`src/rtl/store_buffer_if.sv`:
```
// Store-buffer port bundle: MEM-stage store/load side, drain control and
// the write port toward the data cache controller.
interface store_buffer_if #(
   parameter int DEPTH  = 4,
   parameter int ADDR_W = 32,
   parameter int DATA_W = 32
);
   localparam int CNT_W = $clog2(DEPTH) + 1;

   logic              st_valid;
   logic [ADDR_W-1:0] st_addr;
   logic [DATA_W-1:0] st_data;
   logic              st_ready;

   logic              ld_valid;
   logic [ADDR_W-1:0] ld_addr;
   logic              ld_hit;
   logic [DATA_W-1:0] ld_data;

   logic              drain_req;
   logic              drain_busy;

   logic              cache_wr_valid;
   logic [ADDR_W-1:0] cache_wr_addr;
   logic [DATA_W-1:0] cache_wr_data;
   logic              cache_wr_ready;

   logic [CNT_W-1:0]  count;
   logic              empty;
   logic              full;

   modport master (
      output st_valid, st_addr, st_data, ld_valid, ld_addr, drain_req, cache_wr_ready,
      input  st_ready, ld_hit, ld_data, drain_busy, cache_wr_valid, cache_wr_addr,
             cache_wr_data, count, empty, full
   );

   modport slave (
      input  st_valid, st_addr, st_data, ld_valid, ld_addr, drain_req, cache_wr_ready,
      output st_ready, ld_hit, ld_data, drain_busy, cache_wr_valid, cache_wr_addr,
             cache_wr_data, count, empty, full
   );
endinterface

```
`src/rtl/store_buffer.sv`:
```
// In-order store buffer with youngest-first load forwarding and a drain mode
// that pushes every buffered store to the cache ahead of a cache flush.
module store_buffer #(
   parameter int DEPTH  = 4,
   parameter int ADDR_W = 32,
   parameter int DATA_W = 32
) (
   input  logic          clock,
   input  logic          reset,
   store_buffer_if.slave bus
);
   localparam int PTR_W = $clog2(DEPTH);
   localparam int CNT_W = PTR_W + 1;
   localparam int TAG_W = ADDR_W - 2;

   typedef enum logic {IDLE, FLUSH} state_t;

   state_t            state_reg;
   logic [PTR_W-1:0]  head_reg;
   logic [PTR_W-1:0]  tail_reg;
   logic [CNT_W-1:0]  count_reg;
   logic [CNT_W-1:0]  count_next;
   logic              hold_reg;
   logic              valid_reg [DEPTH];
   logic [TAG_W-1:0]  tag_reg   [DEPTH];
   logic [DATA_W-1:0] data_reg  [DEPTH];

   logic [TAG_W-1:0]  st_tag;
   logic [TAG_W-1:0]  ld_tag;
   logic              empty;
   logic              full;
   logic              st_ready;
   logic              push;
   logic              pop;
   logic              wr_valid;
   logic [DEPTH-1:0]  match;
   logic              fwd_hit;
   logic [DATA_W-1:0] fwd_data;
   logic [PTR_W-1:0]  fwd_idx;
   logic              unused_addr_bits;

   assign st_tag           = bus.st_addr[ADDR_W-1:2];
   assign ld_tag           = bus.ld_addr[ADDR_W-1:2];
   assign unused_addr_bits = ^{bus.st_addr[1:0], bus.ld_addr[1:0]};

   assign empty    = (count_reg == '0);
   assign full     = (count_reg == CNT_W'(DEPTH));
   assign st_ready = !full && (state_reg != FLUSH);
   assign push     = bus.st_valid && st_ready;
   // Loads own the cache port in IDLE, but an offer already on the bus is never withdrawn.
   assign wr_valid   = !empty && (hold_reg || (state_reg == FLUSH) || !bus.ld_valid);
   assign pop        = wr_valid && bus.cache_wr_ready;
   assign count_next = count_reg + CNT_W'(push) - CNT_W'(pop);

   generate
      for (genvar gi = 0; gi < DEPTH; gi++) begin : g_entry
         assign match[gi] = valid_reg[gi] && (tag_reg[gi] == ld_tag);

         always_ff @(posedge clock or posedge reset) begin
            if (reset) begin
               valid_reg[gi] <= 1'b0;
               tag_reg[gi]   <= '0;
               data_reg[gi]  <= '0;
            end else if (push && (tail_reg == PTR_W'(gi))) begin
               valid_reg[gi] <= 1'b1;
               tag_reg[gi]   <= st_tag;
               data_reg[gi]  <= bus.st_data;
            end else if (pop && (head_reg == PTR_W'(gi))) begin
               valid_reg[gi] <= 1'b0;
            end
         end
      end
   endgenerate

   // Walk oldest to youngest so the last match seen is the youngest one.
   always_comb begin
      fwd_hit  = 1'b0;
      fwd_data = '0;
      fwd_idx  = head_reg;
      for (int i = 0; i < DEPTH; i++) begin
         fwd_idx = head_reg + PTR_W'(i);
         if (match[fwd_idx]) begin
            fwd_hit  = 1'b1;
            fwd_data = data_reg[fwd_idx];
         end
      end
      if (push && (st_tag == ld_tag)) begin
         fwd_hit  = 1'b1;
         fwd_data = bus.st_data;
      end
      if (!bus.ld_valid) begin
         fwd_hit  = 1'b0;
         fwd_data = '0;
      end
   end

   always_ff @(posedge clock or posedge reset) begin
      if (reset) begin
         head_reg  <= '0;
         tail_reg  <= '0;
         count_reg <= '0;
         hold_reg  <= 1'b0;
         state_reg <= IDLE;
      end else begin
         if (push) tail_reg <= tail_reg + PTR_W'(1);
         if (pop)  head_reg <= head_reg + PTR_W'(1);
         count_reg <= count_next;
         hold_reg  <= wr_valid && !bus.cache_wr_ready;
         // No pushes are accepted in FLUSH, so an empty-entry drain leaves after one cycle.
         case (state_reg)
            IDLE:  if (bus.drain_req) state_reg <= FLUSH;
            FLUSH: if (count_next == '0) state_reg <= IDLE;
         endcase
      end
   end

   assign bus.st_ready       = st_ready;
   assign bus.ld_hit         = fwd_hit;
   assign bus.ld_data        = fwd_data;
   assign bus.drain_busy     = (state_reg == FLUSH);
   assign bus.cache_wr_valid = wr_valid;
   assign bus.cache_wr_addr  = {tag_reg[head_reg], 2'b00};
   assign bus.cache_wr_data  = data_reg[head_reg];
   assign bus.count          = count_reg;
   assign bus.empty          = empty;
   assign bus.full           = full;
endmodule
```
`src/flat_wrapper.sv`:
```
// flat-port wrapper written by rule: the top's interface ports become plain ports
module store_buffer_flat 
#(
   parameter int DEPTH  = 4,
   parameter int ADDR_W = 32,
   parameter int DATA_W = 32
)
  (clock, reset, bus_st_valid, bus_st_addr, bus_st_data, bus_ld_valid, bus_ld_addr, bus_drain_req, bus_cache_wr_ready, bus_st_ready, bus_ld_hit, bus_ld_data, bus_drain_busy, bus_cache_wr_valid, bus_cache_wr_addr, bus_cache_wr_data, bus_count, bus_empty, bus_full);
  store_buffer_if #(.DEPTH(DEPTH), .ADDR_W(ADDR_W), .DATA_W(DATA_W)) bus_i ();
  input  logic clock;
  input  logic reset;
  input wire logic [$bits(bus_i.st_valid)-1:0] bus_st_valid;
  input wire logic [$bits(bus_i.st_addr)-1:0] bus_st_addr;
  input wire logic [$bits(bus_i.st_data)-1:0] bus_st_data;
  input wire logic [$bits(bus_i.ld_valid)-1:0] bus_ld_valid;
  input wire logic [$bits(bus_i.ld_addr)-1:0] bus_ld_addr;
  input wire logic [$bits(bus_i.drain_req)-1:0] bus_drain_req;
  input wire logic [$bits(bus_i.cache_wr_ready)-1:0] bus_cache_wr_ready;
  output wire logic [$bits(bus_i.st_ready)-1:0] bus_st_ready;
  output wire logic [$bits(bus_i.ld_hit)-1:0] bus_ld_hit;
  output wire logic [$bits(bus_i.ld_data)-1:0] bus_ld_data;
  output wire logic [$bits(bus_i.drain_busy)-1:0] bus_drain_busy;
  output wire logic [$bits(bus_i.cache_wr_valid)-1:0] bus_cache_wr_valid;
  output wire logic [$bits(bus_i.cache_wr_addr)-1:0] bus_cache_wr_addr;
  output wire logic [$bits(bus_i.cache_wr_data)-1:0] bus_cache_wr_data;
  output wire logic [$bits(bus_i.count)-1:0] bus_count;
  output wire logic [$bits(bus_i.empty)-1:0] bus_empty;
  output wire logic [$bits(bus_i.full)-1:0] bus_full;
  assign bus_i.st_valid = bus_st_valid;
  assign bus_i.st_addr = bus_st_addr;
  assign bus_i.st_data = bus_st_data;
  assign bus_i.ld_valid = bus_ld_valid;
  assign bus_i.ld_addr = bus_ld_addr;
  assign bus_i.drain_req = bus_drain_req;
  assign bus_i.cache_wr_ready = bus_cache_wr_ready;
  assign bus_st_ready = bus_i.st_ready;
  assign bus_ld_hit = bus_i.ld_hit;
  assign bus_ld_data = bus_i.ld_data;
  assign bus_drain_busy = bus_i.drain_busy;
  assign bus_cache_wr_valid = bus_i.cache_wr_valid;
  assign bus_cache_wr_addr = bus_i.cache_wr_addr;
  assign bus_cache_wr_data = bus_i.cache_wr_data;
  assign bus_count = bus_i.count;
  assign bus_empty = bus_i.empty;
  assign bus_full = bus_i.full;
  store_buffer #(.DEPTH(DEPTH), .ADDR_W(ADDR_W), .DATA_W(DATA_W)) u_core (.clock(clock), .reset(reset), .bus(bus_i));
endmodule
```
`config.mk`:
```
export PLATFORM = sky130hd
export DESIGN_NAME = store_buffer_flat
export DESIGN_NICKNAME = d
export VERILOG_FILES = /design/src/rtl/store_buffer_if.sv /design/src/rtl/store_buffer.sv /design/src/flat_wrapper.sv
export SDC_FILE = /design/constraint.sdc
export NUM_CORES = 1
export LEC_CHECK = 0
export BUFFER_PORTS_ARGS = -buffer_cell sky130_fd_sc_hd__buf_2
export CAP_MARGIN = 40
export CORE_UTILIZATION = 35
export CTS_BUF_LIST = sky130_fd_sc_hd__clkbuf_2
export CTS_CLUSTER_DIAMETER = 30
export DETAILED_ROUTE_END_ITERATION = 16
export GPL_ROUTABILITY_DRIVEN = 0
export GPL_TIMING_DRIVEN = 0
export SETUP_SLACK_MARGIN = 0.15
export SYNTH_ARGS = -nofsm -noshare
export SYNTH_HDL_FRONTEND = slang
export SYNTH_SLANG_ARGS = --single-unit
```
`constraint.sdc`:
```
create_clock -name clock -period 8.71 [get_ports clock]
set_input_delay 0.871 -clock clock [delete_from_list [all_inputs] [get_ports clock]]
set_output_delay 0.871 -clock clock [all_outputs]
set_load 0.03 [all_outputs]
```
Word level (Yosys, flattened, before mapping)
Cells that the tools add are included.

Reduce and logical (&&, ||, !) cells: 32. Eq/ne operators: 12. $add $sub $neg: 6. Bitwise gates (word level): 5. Magnitude comparators: 8. Multiplexer cells: 46.

Operators with widths (count): $mux 32 (14); $bmux 32 s2 (4); $eq 30x30->1 (5); $bmux 30 s2 (1); $mux 30 (2); $mux 1 (20); $logic_and 1x1->1 (18); $ge 3x3->1 const B (4); $lt 2x3->1 const B (4); $not 2->3 (4); $bmux 1 s2 (4); $eq 2x2->1 const B (4); $reduce_bool 2->1 (4); $logic_not 3->1 (2); $add 2x1->2 const B (2); $add 2x2->2 const B (2); $eq 2x1->1 const B (2); $logic_not 1->1 (4); $logic_not 2->1 (2); $add 3x1->3 (1); $eq 3x3->1 const B (1); $sub 3x1->3 (1); $logic_or 1x1->1 (2); $pmux 1 s2 (1); $not 1->1 (1).

Register bits: 261. Output and inout port bits: 105. Word-level logic and storage cells: 126.

Logic depth before layout (Yosys ltp)
Gate-level depths: netlist (run 1).

Depth after elaboration: 10. Mapped depth: 11.

Worst setup path after synthesis (run 1)
Ideal clock, no wire load.

Path kind: input to output. Start point: in bus_ld_addr[7]. End point: out bus_ld_data[21]. Buffers on the path: 2. Arrival: 3.307 ns. Stages: 10. Slack: 4.532 ns. Cells stage by stage: buf_2 xnor2_1 nand4_1 nor4_2 nand2_2 o22a_1 a21oi_4 buf_8 a221oi_2 o32ai_1.

Word-level cells in the longest chain between the ends: 10. Elaborated cells between the ends (all ways): 24. Those cells by class: 5 x eq/ne; 14 x mux; 5 x reduce/logical.

RTL lines: start, declared (RTL line flat_wrapper.sv:16) `input wire logic [$bits(bus_i.ld_addr)-1:0] bus_ld_addr;`; $eq 30x30->1 (RTL line store_buffer.sv:57) `assign match[gi] = valid_reg[gi] && (tag_reg[gi] == ld_tag);`; $logic_and 1x1->1 (RTL line store_buffer.sv:57); $bmux 1 s2 (RTL line store_buffer.sv:82) `if (match[fwd_idx]) begin`; $mux 1 (not written as such) (RTL line store_buffer.sv:82); $mux 32 (4 in series) (RTL line store_buffer.sv:82); $mux 32 (*) (RTL line store_buffer.sv:87) `if (push && (st_tag == ld_tag)) begin`; $mux 32 (*) (RTL line store_buffer.sv:91) `if (!bus.ld_valid) begin`; end, declared (RTL line flat_wrapper.sv:21) `output wire logic [$bits(bus_i.ld_data)-1:0] bus_ld_data;`.

Mark *: on every way between the ends. The rest lies on a longest branch, timed or not. The select of a mux whose other input is x is not followed.

Final worst setup path (run 1)
Start point: reg u_core.head_reg[0]. End point: out bus_ld_data[30].

Elaborated cells between the ends (all ways): 33. Those cells by class: 3 x add/sub; 26 x mux; 4 x bitwise.

RTL lines: start, declared (RTL line store_buffer.sv:19) `logic [PTR_W-1:0] head_reg;`; start signal, assigned (RTL line store_buffer.sv:106) `if (pop) head_reg <= head_reg + PTR_W'(1);`; $add 2x2->2 (*) (RTL line store_buffer.sv:81) `fwd_idx = head_reg + PTR_W'(i);`; named net u_core.fwd_idx[0] (RTL line store_buffer.sv:39) `logic [PTR_W-1:0] fwd_idx;`; $not 2->3 (not written as such) (RTL line store_buffer.sv:84) `fwd_data = data_reg[fwd_idx];`; $bmux 32 s2 (RTL line store_buffer.sv:84); $mux 32 (not written as such) (2 in series) (RTL line store_buffer.sv:84); $mux 32 (*) (RTL line store_buffer.sv:82); $mux 32 (*) (RTL line store_buffer.sv:87); $mux 32 (*) (RTL line store_buffer.sv:91).

Mark *: on every way through the listed nets, which the timed path passes. The rest lies on a longest branch. The select of a mux whose other input is x is not followed.

==> results of run 1 <==
==> path summary, 6_finish.rpt <==
path                                startpoint                   to  slack [ns]
hold / removal                 bus_st_addr[29]   u_core.tag_reg[87]        0.13
setup reg to reg            u_core.head_reg[0]   u_core.head_reg[1]        5.54
min in group asynchronous                reset  u_core.bus.count[1]        0.43
setup / recovery            u_core.head_reg[0]      bus_ld_data[30]        2.70
hold reg to reg            u_core.valid_reg[1]  u_core.valid_reg[1]        0.49
max in group asynchronous                reset   u_core.data_reg[3]        6.97
==> synth_stat cells (3+ instances only) <==
library cell    n
a21oi_1        34
a221oi_1       22
a221oi_2       10
and2_1          3
buf_1          10
buf_2          46
buf_4           6
buf_6           3
clkbuf_1       59
dfrtp_1       261
ha_1           10
inv_1          10
mux2_2        248
mux4_2        159
nand2_1        30
nand3_1        11
nand4_1        30
nor2_1          7
nor3_1          3
nor3b_1        32
nor4_1         10
nor4_2          6
o22a_1          3
o22ai_1        32
o32ai_1        31
xnor2_1       125
xor2_1         29
==> kinds of logic after synthesis <==
group,Yosys count
multiplexers,407
flip-flops,261
XOR/XNOR,154
AO/OA/AOI/OAI,139
AND/OR/NAND/NOR,136
buffers and inverters,136
adder cells (fa/ha/maj),11
other,1
==> power by group through the flow <==
stage | clock network, W | registers [W] | logic, W
global route | 0.00119 | 0.00250 | 0.00466
finish | 0.00109 | 0.00242 | 0.00442
global placement | 0 | 0.00238 | 0.00432
floorplan | 0 | 0.00225 | 0.00337
CTS | 0.00112 | 0.00240 | 0.00444
detailed placement | 0 | 0.00243 | 0.00441
==> layer usage <==
metal  vias to the layer above  part of all wire (%)  track usage [%]
li1                       5479                     -                -
met2                       711                    47            34.89
met5                         -                  0.17                0
met1                      6665                    41            29.70
met3                       121                   8.5            5.990
met4                        14                   3.0            8.737
==> worst max-delay path, stage by stage (launching register included) <==
cell and delay [ns]:
dfrtp_1 0.41, buf_2 0.28, inv_1 0.20, ha_1 0.32, clkbuf_1 0.25, buf_2 0.41, buf_2 0.39, buf_1 0.62
mux4_2 0.33, nor3b_1 0.20, a21oi_1 0.06, o32ai_1 0.26, buf_2 0.29
==> layout make-up <==
class                   count  share of cell area [%]
multi-input cells         849                   49.68
flip-flops and latches    261                   33.11
repair buffers            193                   5.747
well taps                 615                   3.901
plain buffers             126                   2.994
clock buffers             111                   2.816
clock inverters            41                   1.465
inverters                  10                  0.2283
diodes                      5                 0.06343
==> stage by stage <==
stage	setup TNS [ns]	cell area [um2]	worst slack [ns]	instances
global route	0	19720	2.324	2210
floorplan	0	16960	0.6555	1246
detailed placement	0	18740	3.621	2041
CTS	0	19710	2.595	2206
finish	0	19730	2.703	2211
global placement	-717.29	18580	-2.770	2031
==> what timing repair did <==
action	in CTS	in global routing
endpoints found under the hold margin	112	0
resized for setup	0	0
hold buffers	13	0
setup buffers	0	0
==> results by group, run 1 <==
Clock tree
  • H-tree level count: 3
  • CTS Buf Count: 84
  • Root buf cell: clkbuf_2
  • CTS max path bufs: 3
  • CTS tree: built
  • Worst-Skew Late Latency: roughly 1.1 ns
  • Clock Sinks: 261
  • Reg clk slew, reported paths: between 0.1 and 0.15 ns

Min path
  • Hold/Removal Path Class: primary input to flip-flop
  • Number of stages on the worst hold path: 2

Logic synthesis
  • Async SR Flop Fraction: 100.0%
  • Sequential area share after synthesis: between 30% and 40%
  • Simple logic cell fraction of the synthesized area: under 10%
  • Mux cell area share after synthesis: a little under two fifths
  • Mapped Area: between 15000 and 20000 um2
  • Post-synth EDFFs: 0
  • Avg Synthesized Cell Area: between 10 and 15 um2
  • Post-synth top area share: roughly two fifths
  • Largest family of logic cells by synthesized area: multiplexers
  • Synth Area in Adders: less than 1%
  • Unique cell type count in the Yosys netlist: 40
  • Top post-synthesis cells by area: dfrtp_1 39%, mux4_2 21%, mux2_2 16%, xnor2_1 6.5%, o32ai_1 1.6%
  • Cells after Synth: 1245
  • XOR/XNOR Fraction of Synth Area: 7.955%
  • Yosys warns: 0
  • #FFs+latches synth: 261
  • Synth area leader: dfrtp_1
  • Compound-Gate Fraction of Synth Area: between 6 and 7%
  • Ys flop type: dfrtp_1

Placement
  • IO Port Bufs: 170
  • DPL Wire Length: slightly below 40 mm

Global routing
  • First-pass GRT wire length: just over 80 mm
  • Number of global-route vias before repair: between 10k and 15k
  • Total GRT Usage: between 20% and 30%
  • GR Overflow Total: 0
  • Antenna violations before repair: 12
  • Pin count of the biggest net entering global routing: between 100 and 150

Setup path
  • Crit-path max FO: 10
  • Required @ worst endpoint: between 7 and 8 ns
  • Kind of critical path: flip-flop to output port
  • Worst setup SP type: flip-flop
  • Setup crit end kind: output port
  • Worst Path Arrival: roughly 5.1 ns
  • R2R cell count: 9

STA
  • Unrepaired setup endpoints after global routing: false
  • Slew of the pin with the lowest slew margin: between 0.9 and 1 ns
  • Final setup viols: 0
  • Final worst-path cycle share: ~69%
  • Final hold vios: 0
  • Fin crit period: 6.007 ns
  • Setup Skew: approximately 0.1 ns
  • Slew margin rel.: roughly 38%
  • Max-slew violations: 0
  • Hold Slack: 0.1319 ns
  • F_max: 0.1665 GHz

Finish
  • Register area: around 6500 um2
  • Share of cells above drive strength 1: around 50%
  • Area of the multi-input gates: 9799 um2
  • Largest register FFs: about 130
  • Layout area overhead: 16.35%
  • Fin nets: roughly 1.6k
  • # fillers: 4589
  • Most common cell after layout, fill and taps aside: dfrtp_1
  • Final Core Density: 41.32%
  • Most frequent cells in the layout: 261 x dfrtp_1, 248 x mux2_2, 216 x buf_2

Detailed routing
  • Routed vias: between 10k and 15k
  • Initial drt markers: just under 1k
  • WL/cell: roughly 25 um
  • DRC violations left: 0
  • 1st-pass router iterations: 5
  • DR vias/cell: just under 6
  • WL final: 55.05 mm
  • Post-route ant nets: 0

Power
  • Pleak: around 8 nW
  • Total power: 0.007933 W
  • Sw Pwr: ~0.0034 W
  • Sequential Power Share: between 30% and 40%
  • Cell Pwr Density: 402.2 nW/um2
  • Peak VDD IR: between 0.3 and 0.4 mV
  • Comb power frac: 55.8%
  • Clk pwr share: approximately 14%
  • Switching Fraction: about 43%
  • Int Power: 0.004521 W

Floorplan
  • Die X: between 200 and 250 um
  • I/O pin count: slightly above 200
  • Die H: 222.1 um
  • Initial Utilization: between 30% and 40%
  • Core area: roughly 48000 um2
  • # rows: 80
  • Total Die Area: 49330 um2

Status
  • Status: finished, final reports clean

Flow run
  • Max-Cap Viols: 0
Power figures use the tool's default switching activity.
==> inputs of run 2 (changes only) <==
--- a/config.mk
+++ b/config.mk
@@ -5,6 +5,7 @@
 export SDC_FILE = /design/constraint.sdc
 export NUM_CORES = 1
 export LEC_CHECK = 0
+export ABC_AREA = 1
 export BUFFER_PORTS_ARGS = -buffer_cell sky130_fd_sc_hd__buf_2
 export CAP_MARGIN = 40
 export CORE_UTILIZATION = 35
==> constraint.sdc (replaced) <==
create_clock -name clock -period 4.89 [get_ports clock]
set_input_delay 0.489 -clock clock [delete_from_list [all_inputs] [get_ports clock]]
set_output_delay 0.489 -clock clock [all_outputs]
set_load 0.03 [all_outputs]
==> run 2 against run 1 <==
  * Synthesized cell count rose by 140%
  * Hold slack improved by 0.010 ns
  * Critical path depth fell by 5
  * Register-to-register slack got worse by 3.6 ns
  * The run now ends with DRC left
  * Via count rose by 75%
  * Final area rose by 15%
  * Total power rose by 140%
==> results by group, run 2 <==
Setup path
  • Setup crit end kind: output port (unchanged)
  • Crit-path max FO: 10 (unchanged)
  • Worst Path Arrival: 4.20 ns (was 5.14 ns)
  • Worst setup SP type: flip-flop (unchanged)
  • Required @ worst endpoint: 4.40 ns (was 7.84 ns)
  • Kind of critical path: flip-flop to output port (unchanged)
  • R2r startpoint: u_core.bus.count[1] (was u_core.head_reg[0])
  • Crit path launch: u_core.head_reg[1] (was u_core.head_reg[0])

Clock tree
  • Clock Sinks: 261 (unchanged)
  • Root buf cell: clkbuf_2 (unchanged)
  • CTS Buf Count: 89 (was 84)
  • H-tree level count: 3 (unchanged)
  • CTS max path bufs: 3 (unchanged)
  • Worst-Skew Late Latency: 1.16 ns (was 1.07 ns)
  • CTS tree: built (unchanged)
  • Reg clk slew, reported paths: 0.10 ns (was 0.11 ns)

Logic synthesis
  • Avg Synthesized Cell Area: 6.321 um2 (was 13.62 um2)
  • Post-synth EDFFs: 0 (unchanged)
  • Yosys warns: 0 (unchanged)
  • Ys flop type: dfrtp_1 (unchanged)
  • Mapped Area: 19070 um2 (was 16960 um2)
  • Sequential area share after synthesis: 34.25% (was 38.52%)
  • Synth area leader: dfrtp_1 (unchanged)
  • Cells after Synth: 3017 (was 1245)
  • Post-synth top area share: 34.25% (was 38.52%)
  • Top post-synthesis cells by area: dfrtp_1 34%, nand2_1 21%, o21ai_0 14%, inv_1 7.1%, nand3_1 2.8% (was dfrtp_1 39%, mux4_2 21%, mux2_2 16%, xnor2_1 6.5%, o32ai_1 1.6%)
  • Unique cell type count in the Yosys netlist: 39 (was 40)
  • Post-synth top cells: 1085 x nand2_1, 543 x o21ai_0, 359 x inv_1, 261 x dfrtp_1, 110 x nor2_1 (was 261 x dfrtp_1, 248 x mux2_2, 159 x mux4_2, 125 x xnor2_1, 59 x clkbuf_1)
  • #FFs+latches synth: 261 (unchanged)
  • Async SR Flop Fraction: 100.0% (unchanged)
  • Most numerous cell in the Yosys netlist: nand2_1 (was dfrtp_1)

Detailed routing
  • Metal2 WL: 37.89 mm (was 26.04 mm)
  • M1 WL: 37.91 mm (was 22.59 mm)
  • WL final: 93.28 mm (was 55.05 mm)
  • 1st-pass router iterations: 14 (was 5)
  • Routed vias: 22.80k (was 12.99k)
  • Initial drt markers: 3256 (was 994)
  • Met3 Wirelength: 12.35 mm (was 4.653 mm)
  • DRC violations left: 2 (was 0)
  • Uppermost routed layer: met5 (unchanged)
  • Post-route ant nets: 0 (unchanged)
  • DR vias/cell: 5.511 (was 5.875)
  • WL/cell: 22.55 um (was 24.90 um)

STA
  • Slew margin rel.: 30.11% (was 37.57%)
  • Final hold vios: 0 (unchanged)
  • Unrepaired setup endpoints after global routing: true (was false)
  • F_max: between 0.2 and 0.25 GHz
  • Fin crit period: 4.689 ns
  • Slew of the pin with the lowest slew margin: 1.048 ns (was 0.9280 ns)
  • Final worst-path cycle share: between 90% and 100%
  • Setup Skew: 0.07400 ns (was 0.09903 ns)
  • Hold Slack: 0.1421 ns (was 0.1319 ns)
  • Final setup viols: 0 (unchanged)
  • Max-slew violations: 0 (unchanged)

Flow run
  • Max-Cap Viols: 0 (unchanged)

Finish
  • Post-Layout Inst Area: 22730 um2 (was 19730 um2)
  • Most frequent cells in the layout: 1084 x nand2_1, 543 x o21ai_0, 358 x inv_1 (was 261 x dfrtp_1, 248 x mux2_2, 216 x buf_2)
  • Fin cells: 4137 (was 2211)
  • # fillers: 5836 (was 4589)
  • Share of cells above drive strength 1: 15.53% (was 50.35%)
  • Largest register FFs: 128 (unchanged)
  • Layout area overhead: 19.20% (was 16.35%)
  • Fin nets: 3484 (was 1638)
  • Most common cell after layout, fill and taps aside: nand2_1 (was dfrtp_1)

Status
  • Failing checks: DRC
  • Status: finished, violations left (was finished, final reports clean)

Min path
  • Hold/Removal Path Class: primary input to flip-flop (unchanged)
  • Hold Startpoint: bus_drain_req (was bus_st_addr[29])

Floorplan
  • Initial Utilization: 35.44% (was 35.51%)
  • Core area: 53810 um2 (was 47750 um2)
  • Die X: 235.4 um (was 222.1 um)
  • I/O pin count: 207 (unchanged)
  • Die H: 235.4 um (was 222.1 um)
  • # rows: 85 (was 80)
  • Total Die Area: 55420 um2 (was 49330 um2)

Placement
  • Dpl cells: 3907 (was 2041)
  • Placement-stage cell area: 21070 um2 (was 18740 um2)
  • IO Port Bufs: 180 (was 170)
  • DPL Wire Length: 68.05 mm (was 38.43 mm)

Power
  • Cell Pwr Density: 853.1 nW/um2 (was 402.2 nW/um2)
  • Pleak: 11.40 nW (was 8.201 nW)
  • Peak VDD IR: 0.4440 mV (was 0.3007 mV)

Global routing
  • GR Overflow Total: 0 (unchanged)
  • Pin count of the biggest net entering global routing: 38 (was 115)
  • Number of global-route vias before repair: 21.30k (was 13.34k)
  • Antenna violations before repair: 8 (was 12)
  • First-pass GRT wire length: 136.7 mm (was 82.98 mm)
  • Total GRT Usage: 33.18% (was 22.41%)
==> run 2: cell types whose count changed in the layout (fill, tap and decap cells not counted), sizes merged, moves of 51 or more <==
cell,delta
nand2,+1074
o21ai,+564
inv,+377
mux2,-248
mux4,-159
nand3,+117
nor2,+107
a21oi,+85
xnor2,-77
dlygate4sd3,+56
clkbuf,+51
==> run 2: metal layers <==
metal	vias to the layer above	global-route usage [%]
met5	-	0
met4	8	17.47
met3	325	9.697
met2	1652	47.22
met1	10560	45.11
li1	10260	-
==> run 2: what timing repair did <==
item | in CTS | in global routing
resized for setup | 51 | 8
buffers inserted | 1 | 0
pin swaps | 0 | 1
endpoints found under the setup margin | 56 | 27
hold buffers | 69 | 0
endpoints found under the hold margin | 378 | 0
==> run 2: stage by stage <==
stage / power [W] / setup WS (ns) / TNS [ns] / util [%]
global route: 0.02052 / 0.1242 / 0 / 42.24
global placement: 0.01651 / -1.038 / -269.56 / 38.74
detailed placement: 0.01664 / -0.5760 / -12.30 / 39.14
floorplan: 0.01225 / 0.9594 / 0 / -
finish: 0.01939 / 0.2009 / 0 / 42.24
CTS: 0.01886 / 0.1764 / 0 / 42.22
==> run 2: final cells by class <==
cell class                      instances  area, um2  share of cell area [%]
Inverter                              394       1483                   6.522
Sequential cell                       261       6533                   28.74
Buffer                                181       1022                   4.497
Tap cell                              696      870.8                   3.831
Clock inverter                         38      215.2                  0.9467
Timing Repair Buffer                  263       1823                   8.020
Clock buffer                          120      600.6                   2.642
Multi-Input combinational cell       2181      10180                   44.77
Antenna cell                            3      7.507                 0.03303
==> run 2: path summary, 6_finish.rpt <==
| kind | cells past startpoint | end | slack [ns] |
|---|---|---|---|
| max in group asynchronous | 7 | u_core.data_reg[2] | 3.16 |
| max | 7 | bus_cache_wr_addr[31] | 0.20 |
| min reg2reg | 2 | u_core.data_reg[32] | 0.51 |
| max reg2reg | 11 | u_core.tag_reg[95] | 1.95 |
| min | 4 | u_core.bus.drain_busy | 0.14 |
| min in group asynchronous | 4 | u_core.tag_reg[42] | 0.62 |
==> run 2: worst max-delay path: stages (launching register included) <==
cell      delay (ns)
dfrtp_1         0.43
inv_1           0.21
clkbuf_4        0.28
clkbuf_1        0.71
buf_1           0.62
a21oi_1         0.08
a21oi_1         0.48
buf_2           0.30
==> run 2: power by group <==
| part | internal, W | total [W] | switching, W | leakage [nW] |
|---|---|---|---|---|
| Sequential | 0.00322 | 0.00407 | 0.000844 | 3.09 |
| Combinational | 0.00379 | 0.0134 | 0.00958 | 7.69 |
| Clock | 0.000784 | 0.00196 | 0.00118 | 0.618 |
==> run 2: cells by family (layout without fill, tap and decap cells) <==
kind of cell	count (synthesis)	after routing	synth area share, %
buffers and inverters	576	996	12.55
xor gates and xnor gates	62	62	2.848
DFF	261	261	34.25
adders and majority gates	11	11	0.7611
other	1	5	0.01966
AOI/OAI and AO/OA	700	700	19.07
and+or+nand+nor	1406	1406	30.51
